[config.mk]
export PLATFORM = sky130hd
export DESIGN_NAME = pipeline_skid_buffer
export DESIGN_NICKNAME = d
export VERILOG_FILES = /design/src/rtl/pipeline_skid_buffer.sv
export SDC_FILE = /design/constraint.sdc
export NUM_CORES = 1
export LEC_CHECK = 0
export ABC_CLOCK_PERIOD_IN_PS = 2400
export CAP_MARGIN = 0
export CORE_ASPECT_RATIO = 0.6
export CORE_MARGIN = 2
export CORE_UTILIZATION = 35
export CTS_BUF_LIST = sky130_fd_sc_hd__clkbuf_4 sky130_fd_sc_hd__clkbuf_8
export CTS_CLUSTER_DIAMETER = 200
export DETAILED_ROUTE_END_ITERATION = 7
export PLACE_DENSITY = 0.62
export SYNTH_ARGS = -nofsm -noshare
export SYNTH_HDL_FRONTEND = slang
export SYNTH_SLANG_ARGS = --single-unit
[constraint.sdc]
create_clock -name clk -period 2.4 [get_ports clk]
set_input_delay 0.24 -clock clk [delete_from_list [all_inputs] [get_ports clk]]
set_output_delay 0.24 -clock clk [all_outputs]
set_load 0.01 [all_outputs]
[src/rtl/pipeline_skid_buffer.sv]
// Two-entry skid buffer. It registers every output and decouples in_ready from out_ready,
// so the buffer can break a combinational ready path between pipeline stages.
module pipeline_skid_buffer #(
  parameter int unsigned N = 32
) (
  input  logic         clk,
  input  logic         reset,
  input  logic         in_valid,
  input  logic [N-1:0] in_data,
  output logic         in_ready,
  output logic         out_valid,
  output logic [N-1:0] out_data,
  input  logic         out_ready,
  input  logic         flush,
  output logic [1:0]   count,
  output logic [1:0]   dbg_state
);

  // Handshake: a push happens on an edge where in_valid && in_ready; a pop happens on an
  // edge where out_valid && out_ready. Neither side may take back a word it is presenting.
  typedef enum logic [1:0] {
    S_EMPTY = 2'd0,
    S_BUSY  = 2'd1,
    S_FULL  = 2'd2
  } state_t;

  state_t         r_state;
  logic [N-1:0]   r_main;
  logic [N-1:0]   r_skid;
  logic           r_in_ready;
  logic           r_out_valid;
  logic [1:0]     r_count;

  logic           w_push;
  logic           w_pop;
  state_t         w_next_state;
  logic [1:0]     w_next_count;

  assign w_push = in_valid & r_in_ready;
  assign w_pop  = r_out_valid & out_ready;

  always_comb begin
    w_next_state = S_EMPTY;
    case (r_state)
      S_EMPTY: w_next_state = w_push ? S_BUSY : S_EMPTY;
      S_BUSY: begin
        if (w_push && !w_pop)      w_next_state = S_FULL;
        else if (!w_push && w_pop) w_next_state = S_EMPTY;
        else                       w_next_state = S_BUSY;
      end
      S_FULL:  w_next_state = w_pop ? S_BUSY : S_FULL;
      default: w_next_state = S_EMPTY;
    endcase
  end

  always_comb begin
    w_next_count = 2'd0;
    case (w_next_state)
      S_BUSY:  w_next_count = 2'd1;
      S_FULL:  w_next_count = 2'd2;
      default: w_next_count = 2'd0;
    endcase
  end

  always_ff @(posedge clk or negedge reset) begin
    if (!reset) begin
      r_state     <= S_EMPTY;
      r_main      <= '0;
      r_skid      <= '0;
      r_in_ready  <= 1'b0;
      r_out_valid <= 1'b0;
      r_count     <= 2'd0;
    end else if (flush) begin
      r_state     <= S_EMPTY;
      r_in_ready  <= 1'b1;
      r_out_valid <= 1'b0;
      r_count     <= 2'd0;
    end else begin
      r_state     <= w_next_state;
      // Ready and valid come from the next state, so out_ready never reaches in_ready combinationally.
      r_in_ready  <= (w_next_state != S_FULL);
      r_out_valid <= (w_next_state != S_EMPTY);
      r_count     <= w_next_count;
      case (r_state)
        S_EMPTY: if (w_push) r_main <= in_data;
        S_BUSY: begin
          if (w_push && w_pop)       r_main <= in_data;
          else if (w_push && !w_pop) r_skid <= in_data;
        end
        S_FULL:  if (w_pop) r_main <= r_skid;
        default: ;
      endcase
    end
  end

  assign in_ready  = r_in_ready;
  assign out_valid = r_out_valid;
  assign out_data  = r_main;
  assign count     = r_count;
  assign dbg_state = r_state;

endmodule

==> reports/metrics.cfg, run 1 <==
[yosys]
syn_area_per_cell_sq_um = 11.1
seq_area_frac_synth_pct = 56.4
synth_top_flop_cell = dfrtp_1
yosysWarnings = 0
synth_area_sq_um = 3110
synth_nets = 319
netlist_instances = 281
ys_seq_elements = 70
synth_enable_flop_cells = 0
synthDistinctLibCells = 27
yosys-top-cells-area = dfrtp_1, mux2_4, nand2_1
synth_top_area_share_pct = 56.4
async_reset_ff_share_pct = 100
yosysTopAreaCell = dfrtp_1

[final_layout]
fin_nets = 395
fillerInstances = 777
final_cell_mix = clkdlybuf4s50_1, dfrtp_1, nand2_1, nor2_1, a31oi_1
area_growth_pct = 36.6
diodes = 0
drive_above_1_share_pct = 17.7
final_common_cell = clkdlybuf4s50_1
utilization_pct = 49.6

[timing]
period_needed_ns = 2.22
finalCritPeriodShare_pct = 92.7
worst_pin_slew_ns = 0.907
fmax_mhz = 450
relSlewSlack_pct = 39.6
rsz0062_at_grt = no
drv_slew = 0
hold_violations = 0
postLayoutSetupSlackWorst_ns = 0.176
setup_violations = 0
finalClockSkew_ns = 0.0108

[global_route]
grt_pass1_wl_microns = 12100
grt.total_usage_pct = 16.0
antenna_found_initial = 0
grt_max_degree = 71
grt_pass1_vias = 2304
gr-total-overflow = 0

[min_path]
hold_class = primary input to asynchronous set/reset pin

[pwr]
p_int_mw = 3.02
p_seq_share_pct = 43.4
ir_worst_vdd_v = 0.000336
p_clk_share_pct = 28.4
p_switching_mw = 1.10
power_density_nw_per_um2 = 970
leakage_nw = 1.92
swShare_pct = 26.6
p_comb_share_pct = 28.2

[floorplanning]
die_width_microns = 126
fp.dieH_microns = 77.0
fp.dieArea_sq_um = 9670
start_util_pct = 36.3
rows = 26
core_sq_um = 8560
io-pin-count = 75

[setup_path]
crit_path_end_kind = flop
reg2reg_depth = 5
critPathKind = flop to flop
crit_fanout = 12
startpoint_type = flop
arrival_ns = 2.44
critPathRequiredTime_ns = 2.62

[clock_network]
clk_latency_ns = 0.34
numClockSinks = 70
cts_buffers = 9
post_cts_buffers = 0
cts_hold_buf = 0
cts-root-buf = clkbuf_8
tritoncts = done
h-tree-depth = 3
cts.repair.resized = 0
path_clk_slew_ns = 0.08
clockBufferDepth = 2

[drt]
drt_iter0_markers = 189
drt_wl_total_microns = 7260
wl_met1_microns = 3760
maxUsedRoutingLayer = met4
antenna_left = 0
drt-wirelength-per-cell_microns = 15.3
dr_wl_met2_microns = 2970
drt-vias-per-instance = 4.92
route.detailed.drc = 0
vias = 2333
wl_met3_microns = 522
drt-pass1-iter-count = 4

[place]
io_buffers = 74
gp_congestion = 0.852
pre_cts_ws_ns = -0.0601
hpwlAfterDp_microns = 4760

[outcome]
run_status = finished clean

[flow_run]
maxCapViolations = 0

## kinds of logic (layout without fill, tap and decap cells)
| family | count (synthesis) | after routing | share of synthesized area, % |
|---|---|---|---|
| mux | 32 | 32 | 15.2 |
| fa+ha+maj | 1 | 1 | 0.403 |
| flops | 70 | 70 | 56.4 |
| simple gates | 114 | 114 | 14.8 |
| compound gates | 42 | 42 | 8.70 |
| buf+inv | 22 | 103 | 4.47 |
## layout make-up
cell class | instances | area, sq um | area share [%]
clock buffers | 10 | 138 | 3.24
well taps | 112 | 140 | 3.30
multi-input cells | 189 | 1230 | 28.9
repair buffers | 85 | 871 | 20.5
inverters | 2 | 7.51 | 0.177
clock inverters | 6 | 109 | 2.56
flip-flops and latches | 70 | 1750 | 41.3
## Yosys cell counts (all sizes together) (2+ instances only)
| cell type | n |
|---|---|
| o21ai | 2 |
| mux2 | 32 |
| inv | 2 |
| or3 | 2 |
| a31oi | 33 |
| nand2 | 66 |
| a21oi | 3 |
| a221oi | 2 |
| buf | 4 |
| dfrtp | 70 |
| clkbuf | 16 |
| nand3b | 2 |
| nor2 | 37 |
## metal layers
layer  up-vias  track usage, %
li1       1103               -
met1      1142            24.0
met2        86            21.4
met3         2            6.07
met4         0            4.22
met5         -               0
## metrics by stage
stage	instance area, sq um	total power, mW	TNS (ns)	std cells	hold slack, ns
2_1_floorplan	3110	2.40	0	281	-0.0556
3_3_place_gp	4000	2.94	-0.734	458	0.421
3_5_place_dp	4000	2.97	-0.962	458	0.426
4_1_cts	4250	4.16	0	474	0.0463
5_1_grt	4250	4.36	0	474	0.0805
6_report	4250	4.12	0	474	0.0170
## critical path, stage by stage (launching register included)
cell	delay [ns]
dfrtp_1	0.42
and2_1	0.19
ha_1	0.22
or4_2	0.72
buf_4	0.25
mux2_4	0.32
## worst paths after layout
check                           slack (ns)                   start                       end
min in group clk                      0.49             in_data[17]  out_data[17]$_DFFE_PN0P_
worst max register to register        0.18     out_valid$_DFF_PN0_     r_skid[8]$_DFFE_PN0P_
max in group asynchronous             1.78                   reset    r_skid[30]$_DFFE_PN0P_
worst min register to register        0.51  r_skid[25]$_DFFE_PN0P_    r_skid[25]$_DFFE_PN0P_
worst min-delay path                  0.02                   reset        count[1]$_DFF_PN0_
worst max-delay path                  0.18     out_valid$_DFF_PN0_     r_skid[8]$_DFFE_PN0P_
## sequential cells by signal, summed over array words and instances (netlist names)
| signal | cells |
|---|---|
| r_skid | 32 |
| in_ready | 1 |
| out_valid | 1 |
| dbg_state | 2 |
| count | 2 |
| out_data | 32 |
## power by group through the flow
stage               Sequential, mW  Combinational, mW  Clock (mW)
floorplan                     1.83              0.573           0
global placement              1.79               1.14           0
detailed placement            1.80               1.17           0
CTS                           1.79               1.18        1.19
global route                  1.84               1.26        1.26
finish                        1.79               1.16        1.17
Power figures use the tool's default switching activity.
==> inputs of run 2 (changes only) <==
--- a/config.mk
+++ b/config.mk
@@ -9,11 +9,12 @@
 export CAP_MARGIN = 0
 export CORE_ASPECT_RATIO = 0.6
 export CORE_MARGIN = 2
-export CORE_UTILIZATION = 35
+export CORE_UTILIZATION = 51
 export CTS_BUF_LIST = sky130_fd_sc_hd__clkbuf_4 sky130_fd_sc_hd__clkbuf_8
 export CTS_CLUSTER_DIAMETER = 200
 export DETAILED_ROUTE_END_ITERATION = 7
-export PLACE_DENSITY = 0.62
+export GPL_ROUTABILITY_DRIVEN = 0
+export PLACE_DENSITY = 0.84
 export SYNTH_ARGS = -nofsm -noshare
 export SYNTH_HDL_FRONTEND = slang
 export SYNTH_SLANG_ARGS = --single-unit
==> run 2 against run 1 <==
  * The run now ends with negative hold slack left
  * Routed wire length is 0.54% higher
  * First-iteration DRC count is 15% lower
  * Sequential power hardly changed
  * Power is 1.5% lower
  * Critical path depth stayed put
  * Sequential share of layout area is 0.63 points higher
  * Clock-buffer cell count is 1 higher
  * Register-to-register slack worse by 0.04 ns
  * Cell area is 1.5% lower
  * Via count is 0.34% higher
  * Utilization is 23 points higher
  * Die area is 30% lower
  * Largest power group unchanged
==> reports/metrics.cfg, run 2 (synthesized netlist as in run 1, its figures left out) <==
[outcome]
run_status = finished with violations
failed_checks = negative hold slack

[final_layout]
final_common_cell = clkdlybuf4s50_1
final_cell_mix = clkdlybuf4s50_1, dfrtp_1, nand2_1, nor2_1, a31oi_1
drive_above_1_share_pct = 17.5
stdcell_count = 441
area_growth_pct = 34.6
fin_nets = 394
diodes = 0

[place]
io_buffers = 74
pre_cts_ws_ns = -0.0978
hpwlAfterDp_microns = 4900
dp.cells = 425

[flow_run]
maxCapViolations = 0

[clock_network]
cts-root-buf = clkbuf_8
tritoncts = done
post_cts_buffers = 0
clk_latency_ns = 0.34
clockBufferDepth = 2
cts.repair.resized = 0
numClockSinks = 70
path_clk_slew_ns = 0.07
h-tree-depth = 3
cts_hold_buf = 0
cts_buffers = 9

[global_route]
grt_pass1_wl_microns = 12100
grt.total_usage_pct = 23.4
gr-total-overflow = 0
grt_pass1_vias = 2463
antenna_found_initial = 0
grt_max_degree = 38

[setup_path]
reg2reg_from = dbg_state[0]$_DFF_PN0_
timing.rr.end = r_skid[16]$_DFFE_PN0P_
crit_path_end_kind = flop
reg2reg_depth = 5
rrSetupSlack_ns = 0.14
crit_slowest_cell = or4_2
critPathKind = flop to flop
critPathRequiredTime_ns = 2.62
startpoint_type = flop
worstPathCellList = inv_2, or3_1, or4_2, buf_12, mux2_4
cpPeakStageDelay_ns = 0.59
crit_fanout = 32
arrival_ns = 2.48

[pwr]
power_density_nw_per_um2 = 969
ir_worst_vdd_v = 0.000580
power_mw = 4.05
leakage_nw = 1.90

[floorplanning]
rows = 21
start_util_pct = 54.2
fp.dieH_microns = 64.5
io-pin-count = 75
die_width_microns = 105
fp.dieArea_sq_um = 6750
core_sq_um = 5730

[timing]
drv_slew = 0
finalCritPeriodShare_pct = 94.2
finalClockSkew_ns = 0.00797
rsz0062_at_grt = no
postLayoutSetupSlackWorst_ns = 0.140
hold_ws_ns = -0.00658
hold_violations = 7
fmax_mhz = 442
setup_violations = 0
period_needed_ns = 2.26
worst_pin_slew_ns = 0.837
fin_tns_setup_ns = 0
relSlewSlack_pct = 44.2

[drt]
drt-pass1-iter-count = 4
drt-wirelength-per-cell_microns = 16.6
drt-vias-per-instance = 5.31
route.detailed.drc = 0
vias = 2341
drt_wl_total_microns = 7300
drt_iter0_markers = 161
antenna_left = 0

[min_path]
hold_class = primary input to asynchronous set/reset pin

[run 2: worst max-delay path, delay by kind of cell, from the launching register on]
kind / cells / cell delay, ns
and+or+nand+nor: 2 / 1.01
DFF: 1 / 0.49
buffers and inverters: 2 / 0.32
muxes: 1 / 0.32
[run 2: layout make-up]
| cell class | instances | area (sq um) |
|---|---|---|
| Multi-Input combinational cell | 189 | 1230 |
| Fill cell | 418 | 1550 |
| Timing Repair Buffer | 84 | 861 |
| Clock inverter | 5 | 81.3 |
| Sequential cell | 70 | 1750 |
| Inverter | 2 | 7.51 |
| Tap cell | 80 | 100 |
| Clock buffer | 11 | 151 |
[run 2: stage by stage]
stage	util, %	area [sq um]
floorplan	-	3110
global placement	68.9	3950
detailed placement	68.9	3950
CTS	73.0	4180
global route	73.0	4180
finish	73.0	4180
[run 2: worst max-delay path by stage]
| stage | depth (start not counted) | to | from |
|---|---|---|---|
| 2_1_floorplan | 7 | r_skid[0]$_DFFE_PN0P_ | out_valid$_DFF_PN0_ |
| 6_report | 5 | r_skid[16]$_DFFE_PN0P_ | dbg_state[0]$_DFF_PN0_ |
| 3_5_place_dp | 7 | r_skid[10]$_DFFE_PN0P_ | in_valid |
| 3_3_place_gp | 6 | r_skid[10]$_DFFE_PN0P_ | in_valid |
| 4_1_cts | 6 | r_skid[16]$_DFFE_PN0P_ | in_ready$_DFF_PN0_ |
| 5_1_grt | 6 | r_skid[16]$_DFFE_PN0P_ | in_ready$_DFF_PN0_ |
[run 2: metal layers]
metal / global-route usage (%) / wire length (microns) / up-vias
met4: 8.17 / 95 / 0
met1: 30.6 / 3280 / 1134
met2: 36.7 / 3350 / 92
met5: 0 / 0 / -
met3: 8.25 / 574 / 12
li1: - / - / 1103
[run 2: power by group]
group / switching [mW] / internal (mW) / total, mW
combinational: 0.422 / 0.739 / 1.16
sequential: 0.239 / 1.56 / 1.80
clock: 0.447 / 0.642 / 1.09
total: 1.11 / 2.94 / 4.05
